--- src/rtl/serial_addsub_seq_pkg.sv ---
// Shared arithmetic-slot definitions: sequencer state encoding and operation codes.
package arith_pkg;

  typedef enum logic [1:0] {
    IDLE = 2'd0,
    RUN  = 2'd1,
    DONE = 2'd2
  } state_t;

  localparam logic OP_ADD = 1'b0;
  localparam logic OP_SUB = 1'b1;

endpackage

--- src/rtl/serial_addsub_seq_if.sv ---
// Request/result bundle of the bit-serial add/sub slot.
// Handshake: a request is taken on a rising edge where start=1, clr=0 and busy=0;
// op/a/b are sampled only on that edge, and done pulses for one cycle when result/cout/ovf are valid.
interface serial_addsub_seq_if #(
  parameter int WIDTH = 8
) ();
  logic             start;
  logic             clr;
  logic             op;
  logic [WIDTH-1:0] a;
  logic [WIDTH-1:0] b;
  logic             busy;
  logic             done;
  logic [WIDTH-1:0] result;
  logic             cout;
  logic             ovf;

  modport master (
    output start, clr, op, a, b,
    input  busy, done, result, cout, ovf
  );

  modport slave (
    input  start, clr, op, a, b,
    output busy, done, result, cout, ovf
  );
endinterface

--- src/rtl/serial_addsub_seq_full_adder.sv ---
// One-bit full adder cell, shared by every bit position of the serial datapath.
module full_adder (
  input  logic a,
  input  logic b,
  input  logic cin,
  output logic sum,
  output logic cout
);
  assign sum  = a ^ b ^ cin;
  assign cout = (a & b) | (cin & (a ^ b));
endmodule

--- src/rtl/serial_addsub_seq.sv ---
// Bit-serial adder/subtractor: one full_adder cell walked LSB-first, one bit per clock,
// with the carry held in a flop between bit positions.
module serial_addsub_seq
  import arith_pkg::*;
#(
  parameter  int WIDTH = 8,
  localparam int CNT_W = $clog2(WIDTH)
) (
  input  logic                 clk,
  input  logic                 rst_n,
  serial_addsub_seq_if.slave   bus,
  output state_t               dbg_state
);

  state_t             state_q,  state_d;
  logic [CNT_W-1:0]   cnt_q,    cnt_d;
  logic [WIDTH-1:0]   sa_q,     sa_d;
  logic [WIDTH-1:0]   sb_q,     sb_d;
  logic               carry_q,  carry_d;
  logic [WIDTH-1:0]   result_q, result_d;
  logic               cout_q,   cout_d;
  logic               ovf_q,    ovf_d;

  logic fa_sum;
  logic fa_cout;

  full_adder u_fa (
    .a    (sa_q[0]),
    .b    (sb_q[0]),
    .cin  (carry_q),
    .sum  (fa_sum),
    .cout (fa_cout)
  );

  always_comb begin
    state_d  = state_q;
    cnt_d    = cnt_q;
    sa_d     = sa_q;
    sb_d     = sb_q;
    carry_d  = carry_q;
    result_d = result_q;
    cout_d   = cout_q;
    ovf_d    = ovf_q;

    if (bus.clr) begin
      state_d = IDLE;
    end else begin
      case (state_q)
        IDLE, DONE: begin
          if (bus.start) begin
            // SUB is a + ~b + 1: invert b once at load, carry-in of 1
            sa_d     = bus.a;
            sb_d     = (bus.op == OP_SUB) ? ~bus.b : bus.b;
            carry_d  = (bus.op == OP_SUB);
            cnt_d    = '0;
            result_d = '0;
            state_d  = RUN;
          end else begin
            state_d = IDLE;
          end
        end
        RUN: begin
          result_d = {fa_sum, result_q[WIDTH-1:1]};
          carry_d  = fa_cout;
          sa_d     = sa_q >> 1;
          sb_d     = sb_q >> 1;
          cnt_d    = cnt_q + CNT_W'(1);
          if (cnt_q == CNT_W'(WIDTH - 1)) begin
            // carry_q here is the carry into the MSB position
            cout_d  = fa_cout;
            ovf_d   = carry_q ^ fa_cout;
            state_d = DONE;
          end
        end
        default: state_d = IDLE;
      endcase
    end
  end

  always_ff @(posedge clk or negedge rst_n) begin
    if (!rst_n) begin
      state_q  <= IDLE;
      cnt_q    <= '0;
      sa_q     <= '0;
      sb_q     <= '0;
      carry_q  <= 1'b0;
      result_q <= '0;
      cout_q   <= 1'b0;
      ovf_q    <= 1'b0;
    end else begin
      state_q  <= state_d;
      cnt_q    <= cnt_d;
      sa_q     <= sa_d;
      sb_q     <= sb_d;
      carry_q  <= carry_d;
      result_q <= result_d;
      cout_q   <= cout_d;
      ovf_q    <= ovf_d;
    end
  end

  assign bus.busy   = (state_q == RUN);
  assign bus.done   = (state_q == DONE);
  assign bus.result = result_q;
  assign bus.cout   = cout_q;
  assign bus.ovf    = ovf_q;
  assign dbg_state  = state_q;

endmodule
--- src/flat_wrapper.sv ---
// flat-port wrapper written by rule: the top's interface ports become plain ports
module serial_addsub_seq_flat import arith_pkg::*;
#(
  parameter  int WIDTH = 8,
  localparam int CNT_W = $clog2(WIDTH)
)
  (clk, rst_n, dbg_state, bus_start, bus_clr, bus_op, bus_a, bus_b, bus_busy, bus_done, bus_result, bus_cout, bus_ovf);
  serial_addsub_seq_if #(.WIDTH(WIDTH)) bus_i ();
  input  logic clk;
  input  logic rst_n;
  output state_t dbg_state;
  input wire logic [$bits(bus_i.start)-1:0] bus_start;
  input wire logic [$bits(bus_i.clr)-1:0] bus_clr;
  input wire logic [$bits(bus_i.op)-1:0] bus_op;
  input wire logic [$bits(bus_i.a)-1:0] bus_a;
  input wire logic [$bits(bus_i.b)-1:0] bus_b;
  output wire logic [$bits(bus_i.busy)-1:0] bus_busy;
  output wire logic [$bits(bus_i.done)-1:0] bus_done;
  output wire logic [$bits(bus_i.result)-1:0] bus_result;
  output wire logic [$bits(bus_i.cout)-1:0] bus_cout;
  output wire logic [$bits(bus_i.ovf)-1:0] bus_ovf;
  assign bus_i.start = bus_start;
  assign bus_i.clr = bus_clr;
  assign bus_i.op = bus_op;
  assign bus_i.a = bus_a;
  assign bus_i.b = bus_b;
  assign bus_busy = bus_i.busy;
  assign bus_done = bus_i.done;
  assign bus_result = bus_i.result;
  assign bus_cout = bus_i.cout;
  assign bus_ovf = bus_i.ovf;
  serial_addsub_seq #(.WIDTH(WIDTH)) u_core (.clk(clk), .rst_n(rst_n), .bus(bus_i), .dbg_state(dbg_state));
endmodule
--- config.mk ---
export PLATFORM = sky130hd
export DESIGN_NAME = serial_addsub_seq_flat
export DESIGN_NICKNAME = d
export VERILOG_FILES = /design/src/rtl/serial_addsub_seq_pkg.sv /design/src/rtl/serial_addsub_seq_if.sv /design/src/rtl/serial_addsub_seq_full_adder.sv /design/src/rtl/serial_addsub_seq.sv /design/src/flat_wrapper.sv
export SDC_FILE = /design/constraint.sdc
export NUM_CORES = 1
export LEC_CHECK = 0
export ABC_CLOCK_PERIOD_IN_PS = 1290
export CORE_MARGIN = 1.5
export CORE_UTILIZATION = 40
export CTS_CLUSTER_SIZE = 30
export DETAILED_ROUTE_END_ITERATION = 8
export PLACE_DENSITY = 0.72
export SYNTH_ARGS = -nofsm -noshare
export SYNTH_HDL_FRONTEND = slang
export SYNTH_SLANG_ARGS = --single-unit
--- constraint.sdc ---
create_clock -name clk -period 1.29 [get_ports clk]
set_clock_uncertainty 0.05 [all_clocks]
set_input_delay 0.3225 -clock clk [delete_from_list [all_inputs] [get_ports clk]]
set_output_delay 0.3225 -clock clk [all_outputs]
set_load 0.01 [all_outputs]
* Yosys cells after proc, flatten, opt, wreduce, memory -nomap -nowiden
Index checks and enable logic that the tools add are counted.
** Word-level totals
- Bits in registers :: 32
- Bits in latches :: 0
- Memories :: 0
- RAM bits :: 0
- Word-level logic and storage cells :: 42
- Output and inout bits :: 14
- ROM bits :: 0
** Cells by class
- Add/subtract/negate cells :: 1
- Multiply operators :: 0
- Div/mod/pow operators :: 0
- Mux-type cells :: 15
- Reductions and logical operators :: 5
- Bitwise logic cells :: 8
- Shift-type cells :: 0
- Eq/ne operators :: 5
- $lt $le $gt $ge :: 0
** Operators by type and width (count)
- $pmux W8 S2 :: 3
- $mux W8 :: 4
- $not A8 Y8 :: 1
- $pmux W3 S2 :: 1
- $reduce_and A3 Y1 :: 2
- $mux W2 :: 2
- $pmux W2 S2 :: 1
- $add A3 B1 Y3 const B :: 1
- $eq A3 B3 Y1 const B :: 1
- $mux W3 :: 1
- $ne A3 B2 Y1 const B :: 1
- $xor A1 B1 Y1 :: 3
- $and A1 B1 Y1 :: 2
- $eq A2 B1 Y1 const B :: 1
- $eq A2 B2 Y1 const B :: 1
- $logic_not A2 Y1 :: 1
- $mux W1 :: 2
- $ne A2 B2 Y1 const B :: 1
- $pmux W1 S2 :: 1
- $reduce_bool A2 Y1 :: 1
- $reduce_or A2 Y1 :: 1
- $not A1 Y1 :: 1
- $or A1 B1 Y1 :: 1

* Depth between registers and ports, before layout
- Depth after elaboration :: 4
- Mapped depth :: 6
- Depth with buffers taken out :: 5

* By module
A second synthesis with hierarchy kept.
** Unflattened totals
- Cells, all modules :: 115
- Area total of the unflattened synthesis :: 1575.3 um2
** By module, submodules not included
- serial_addsub_seq :: area each 1555.2 um2, cells each 114, instances 1
- full_adder :: area each 20.0 um2, cells each 1, instances 1

* Worst setup path after synthesis
Ideal clock, no wire load.
- Path type :: register -> register
- From :: reg u_core.state_q[1], in the netlist u_core.dbg_state[1]
- To :: reg u_core.sa_q[3]
- Slack :: -0.219 ns
- Buffers on the path :: 0
- Period minus slack after synthesis :: 1.509 ns
- Cell stages (with the launch flop) :: 5
- Data arrival time :: 1.333 ns
- Library setup time :: 0.125 ns
- Cells stage by stage :: dfrtp_1 -> nand2b_4 -> inv_2 -> mux2_1 -> mux2_4
** RTL lines
- start, declared :: line serial_addsub_seq.sv:15 : state_t state_q, state_d;
- start signal, assigned :: line serial_addsub_seq.sv:91 : state_q <= state_d;
- $eq A2 B1 Y1 (*)
- named net bus_busy :: line flat_wrapper.sv:17 : output wire logic [$bits(bus_i.busy)-1:0] bus_busy;
- $reduce_bool A2 Y1 (no source line)
- $reduce_and A3 Y1 (no source line)
- end signal, assigned :: line serial_addsub_seq.sv:84 : sa_q <= '0;
- end signal, assigned :: line serial_addsub_seq.sv:93 : sa_q <= sa_d;
- end, declared :: line serial_addsub_seq.sv:17 : logic [WIDTH-1:0] sa_q, sa_d;
Mark *: on every way through the listed nets, which the timed path passes. The rest lies on a longest branch.
A chain may end at the register's enable or synchronous reset.

* Final worst setup path
- From :: reg u_core.state_q[0], in the netlist u_core.dbg_state[0]
- To :: reg u_core.sb_q[5]
** Between the ends
- Word-level cells in the longest chain between the ends :: 4
** Ends and longest elaborated chain
- $eq A2 B2 Y1 or $logic_not A2 Y1 (tied branches) :: line serial_addsub_seq.sv:48 : case (state_q)
- $reduce_or A2 Y1 :: line serial_addsub_seq.sv:48
- $ne A2 B2 Y1 (no source line) or $reduce_bool A2 Y1 (tied branches)
- $reduce_and A3 Y1 (no source line)
- end signal, assigned :: line serial_addsub_seq.sv:85 : sb_q <= '0;
- end signal, assigned :: line serial_addsub_seq.sv:94 : sb_q <= sb_d;
- end, declared :: line serial_addsub_seq.sv:18 : logic [WIDTH-1:0] sb_q, sb_d;
Parallel ways exist; a longest one is shown, timed or not.

==> summary.md <==
| Metric | Value |
|---|---|
| Crit path DAT | `1.62 ns` |
| Via Count | `1,123` |
| Unique masters post-synth | `30` |
| Worst slew pin tran | `0.2620 ns` |
| Ant diodes | `0` |
| Setup crit start kind | `flip-flop` |
| Avg Inst Size Synth | `13.26 um2` |
| Outcome | `finished with violations` |
| Final Wtd Congestion | `0.7278` |
| Failing checks | `setup timing` |
| Crit Path Class | `flip-flop to flip-flop` |
| DRT iter0 DRCs | `28` |
| Pins over their slew limit | `0` |
| Post-route worst setup slack | `-0.2181 ns` |
| Mapped Area | `1578 um2` |
| Fin nets | `206` |
| R2R depth | `4` |
| Core box area | `3716 um2` |
| CP bufs+invs | `2` |
| Unrepaired setup endpoints after global routing | `true` |
| Ys async rst share | `100.0%` |
| Vias in the first global route | `1,150` |
| Setup TNS | `-4.705 ns` |
| Initial DRT Pass Iterations | `3` |
| Peak fanout along the critical path | `7` |
| Crit-path slowest cell | `dfrtp_2` |
| DRC Markers | `0` |
| Worst path cell trace | `buf_6 -> o21ai_4 -> buf_12 -> mux2_2` |
| Part of the cycle the worst path needs | `116.9%` |
| Share of cells above drive strength 1 | `44.81%` |
| Met2 WL | `1717 um` |
| Clock sinks | `32` |
| CTS root buf | `clkbuf_8` |
| Met3 routed WL | `164 um` |
| Final setup viols | `29` |
| Synth top area cells | `dfrtp_1 (51%), mux2i_1 (6.3%), mux2_2 (5.7%)` |
| Clock transition at path regs | `0.07 ns` |
| Die height | `65.81 um` |
| Total CTS buffers | `5` |
| Main synth FF type | `dfrtp_1` |
| Port bufs | `34` |
| GRT Total Usage | `16.18%` |
| IO Pins | `35` |
| Worst setup EP type | `flip-flop` |
| Congestion Overflow GR | `0` |
| Clk Latency, worst-skew pair | `0.29 ns` |
| Max VDD drop | `1.064 mV` |
| H-tree levels | `2` |
| CP required | `1.41 ns` |
| Syn Inst Count | `119` |
| Post-synth EDFFs | `0` |
| Total wire length | `3387 um` |
| Final instance area | `2344 um2` |
| Die W | `65.81 um` |
| Slew headroom | `82.39%` |
| Highest metal used | `met4` |
| Initial cell density of the core | `42.46%` |
| Crit path max-delay family | `flip-flops` |
| Placed Area | `2127 um2` |
| TritonCTS clock tree | `yes` |
| Yosys top cell by area | `dfrtp_1` |
| Area Overhead vs Synth | `48.53%` |
| Die area | `4330 um2` |
| Initial antenna violation count | `0` |
| Leak Pwr | `1.210 nW` |
| Post-Syn Nets | `143` |
| HP Class | `primary input to asynchronous set/reset pin` |
| First-pass GRT wire length | `5230 um` |
| Remaining antenna violation count after routing | `0` |
| Wl on met1 | `1481 um` |
| Top-area cell type share of the netlist area | `50.75%` |
| CP Depth | `4` |
| Max incr delay on CP | `0.45 ns` |
| Register bit total from synthesis | `32` |
| Pwr dens | `1293 nW/um2` |
| Clock buffer depth | `2` |
| Post-detail-place hpwl | `2194 um` |
| Max Fclk | `663.1 MHz` |
| Final hold viol count | `0` |
| Wire per inst | `14.66 um` |
| MaxCap Viol Count | `0` |
| Yosys warnings | `0` |
| Largest net degree at the start of global routing | `33` |
| Tmin final | `1.508 ns` |
| Vias per Instance | `4.861` |
| Post-synthesis sequential area ratio | `50.75%` |
| Rows | `22` |
-- cell usage after synthesis, types with 2 or more instances --
master / count
a22o_1: 10
buf_2: 3
buf_6: 2
dfrtp_1: 32
ha_1: 2
inv_1: 9
mux2_1: 6
mux2_2: 8
mux2_4: 6
mux2i_1: 10
nand2_1: 3
nor2_1: 2
o21ai_0: 2
xnor2_1: 2
xor2_1: 7
-- sequential cells by signal (all words and copies together), names as in the netlist --
name / flops
u_core.bus.result: 8
u_core.carry_q: 1
u_core.bus.ovf: 1
u_core.sb_q: 8
u_core.sa_q: 8
u_core.cnt_q: 3
u_core.dbg_state: 2
u_core.bus.cout: 1
-- layout by cell type (no fill, tap or decap), types with 2 or more instances in the layout --
master / Yosys / final
clkdlybuf4s50_1: 0 / 17
mux2_2: 8 / 7
dfrtp_2: 0 / 2
nand2_1: 3 / 3
buf_6: 2 / 5
mux2i_1: 10 / 10
buf_4: 1 / 19
buf_12: 0 / 2
xnor2_1: 2 / 2
xor2_1: 7 / 7
buf_2: 3 / 10
clkbuf_2: 0 / 4
a22o_1: 10 / 10
mux2_4: 6 / 13
ha_1: 2 / 2
clkbuf_16: 0 / 2
inv_1: 9 / 8
dlymetal6s2s_1: 0 / 2
dfrtp_1: 32 / 30
clkbuf_8: 0 / 5
-- final cells by class --
type | instances | area (um2)
Tap cell | 48 | 60.06
Timing Repair Buffer | 62 | 563.0
Multi-Input combinational cell | 71 | 765.7
Clock inverter | 3 | 42.54
Clock buffer | 5 | 68.82
Fill cell | 306 | 1373
Sequential cell | 32 | 803.3
Inverter | 10 | 40.04
-- power breakdown --
part	leakage, nW	switching, W	internal (W)
logic	0.752	0.000313	0.000488
clock network	0.0541	0.000379	0.000571
registers	0.404	0.000101	0.00118
total	1.21	0.000794	0.00224
-- logic make-up (layout without fill, tap and decap cells) --
| group | Yosys count | in the layout | synth area share [%] |
|---|---|---|---|
| flops | 32 | 32 | 50.75 |
| mux | 30 | 30 | 22.05 |
| compound gates | 19 | 19 | 10.07 |
| buf+inv | 16 | 80 | 5.233 |
| simple gates | 10 | 10 | 4.045 |
| xor+xnor | 9 | 9 | 4.996 |
| fa+ha+maj | 3 | 3 | 2.855 |
-- layer usage --
metal / GRT usage, % / up-vias
met5: 0 / -
met4: 5.990 / 0
met3: 4.770 / 5
met2: 27.65 / 25
met1: 19.20 / 553
li1: - / 540
-- per-stage QoR --
stage | util, % | hold WS (ns) | total power (W) | instances | setup WS, ns
floorplan | - | -0.02309 | 0.001694 | 119 | -0.1994
global placement | 57.24 | 0.4141 | 0.001985 | 216 | -0.5210
CTS | 62.15 | 0.3650 | 0.003034 | 227 | -0.2055
global route | 63.06 | 0.3734 | 0.003180 | 231 | -0.2568
finish | 63.06 | 0.3587 | 0.003029 | 231 | -0.2181
detailed placement | 57.24 | 0.4349 | 0.002019 | 216 | -0.6038
-- path summary, 6_finish.rpt --
kind                                     start                  end  slack, ns
hold / removal                           rst_n       u_core.sa_q[4]       0.36
max in group asynchronous                rst_n  u_core.dbg_state[0]       0.64
hold reg to reg                u_core.bus.cout      u_core.bus.cout       0.44
setup / recovery           u_core.dbg_state[0]       u_core.sb_q[5]      -0.22
setup reg to reg           u_core.dbg_state[0]       u_core.sb_q[5]      -0.22
min in group clk                       bus_clr  u_core.dbg_state[0]       0.41
-- worst reg2reg max path: stages, from the launching register on --
cell	delay, ns
dfrtp_2	0.45
buf_6	0.15
o21ai_4	0.24
buf_12	0.17
mux2_2	0.34
-- what timing repair did --
item	4_1_cts	5_1_grt
setup endpoints to repair	42	39
resized for setup	63	13
hold buffers	0	0
gates cloned	0	2
pin swaps	1	1
buffers inserted	3	2
Note: power is estimated with default switching activity, not from simulation.
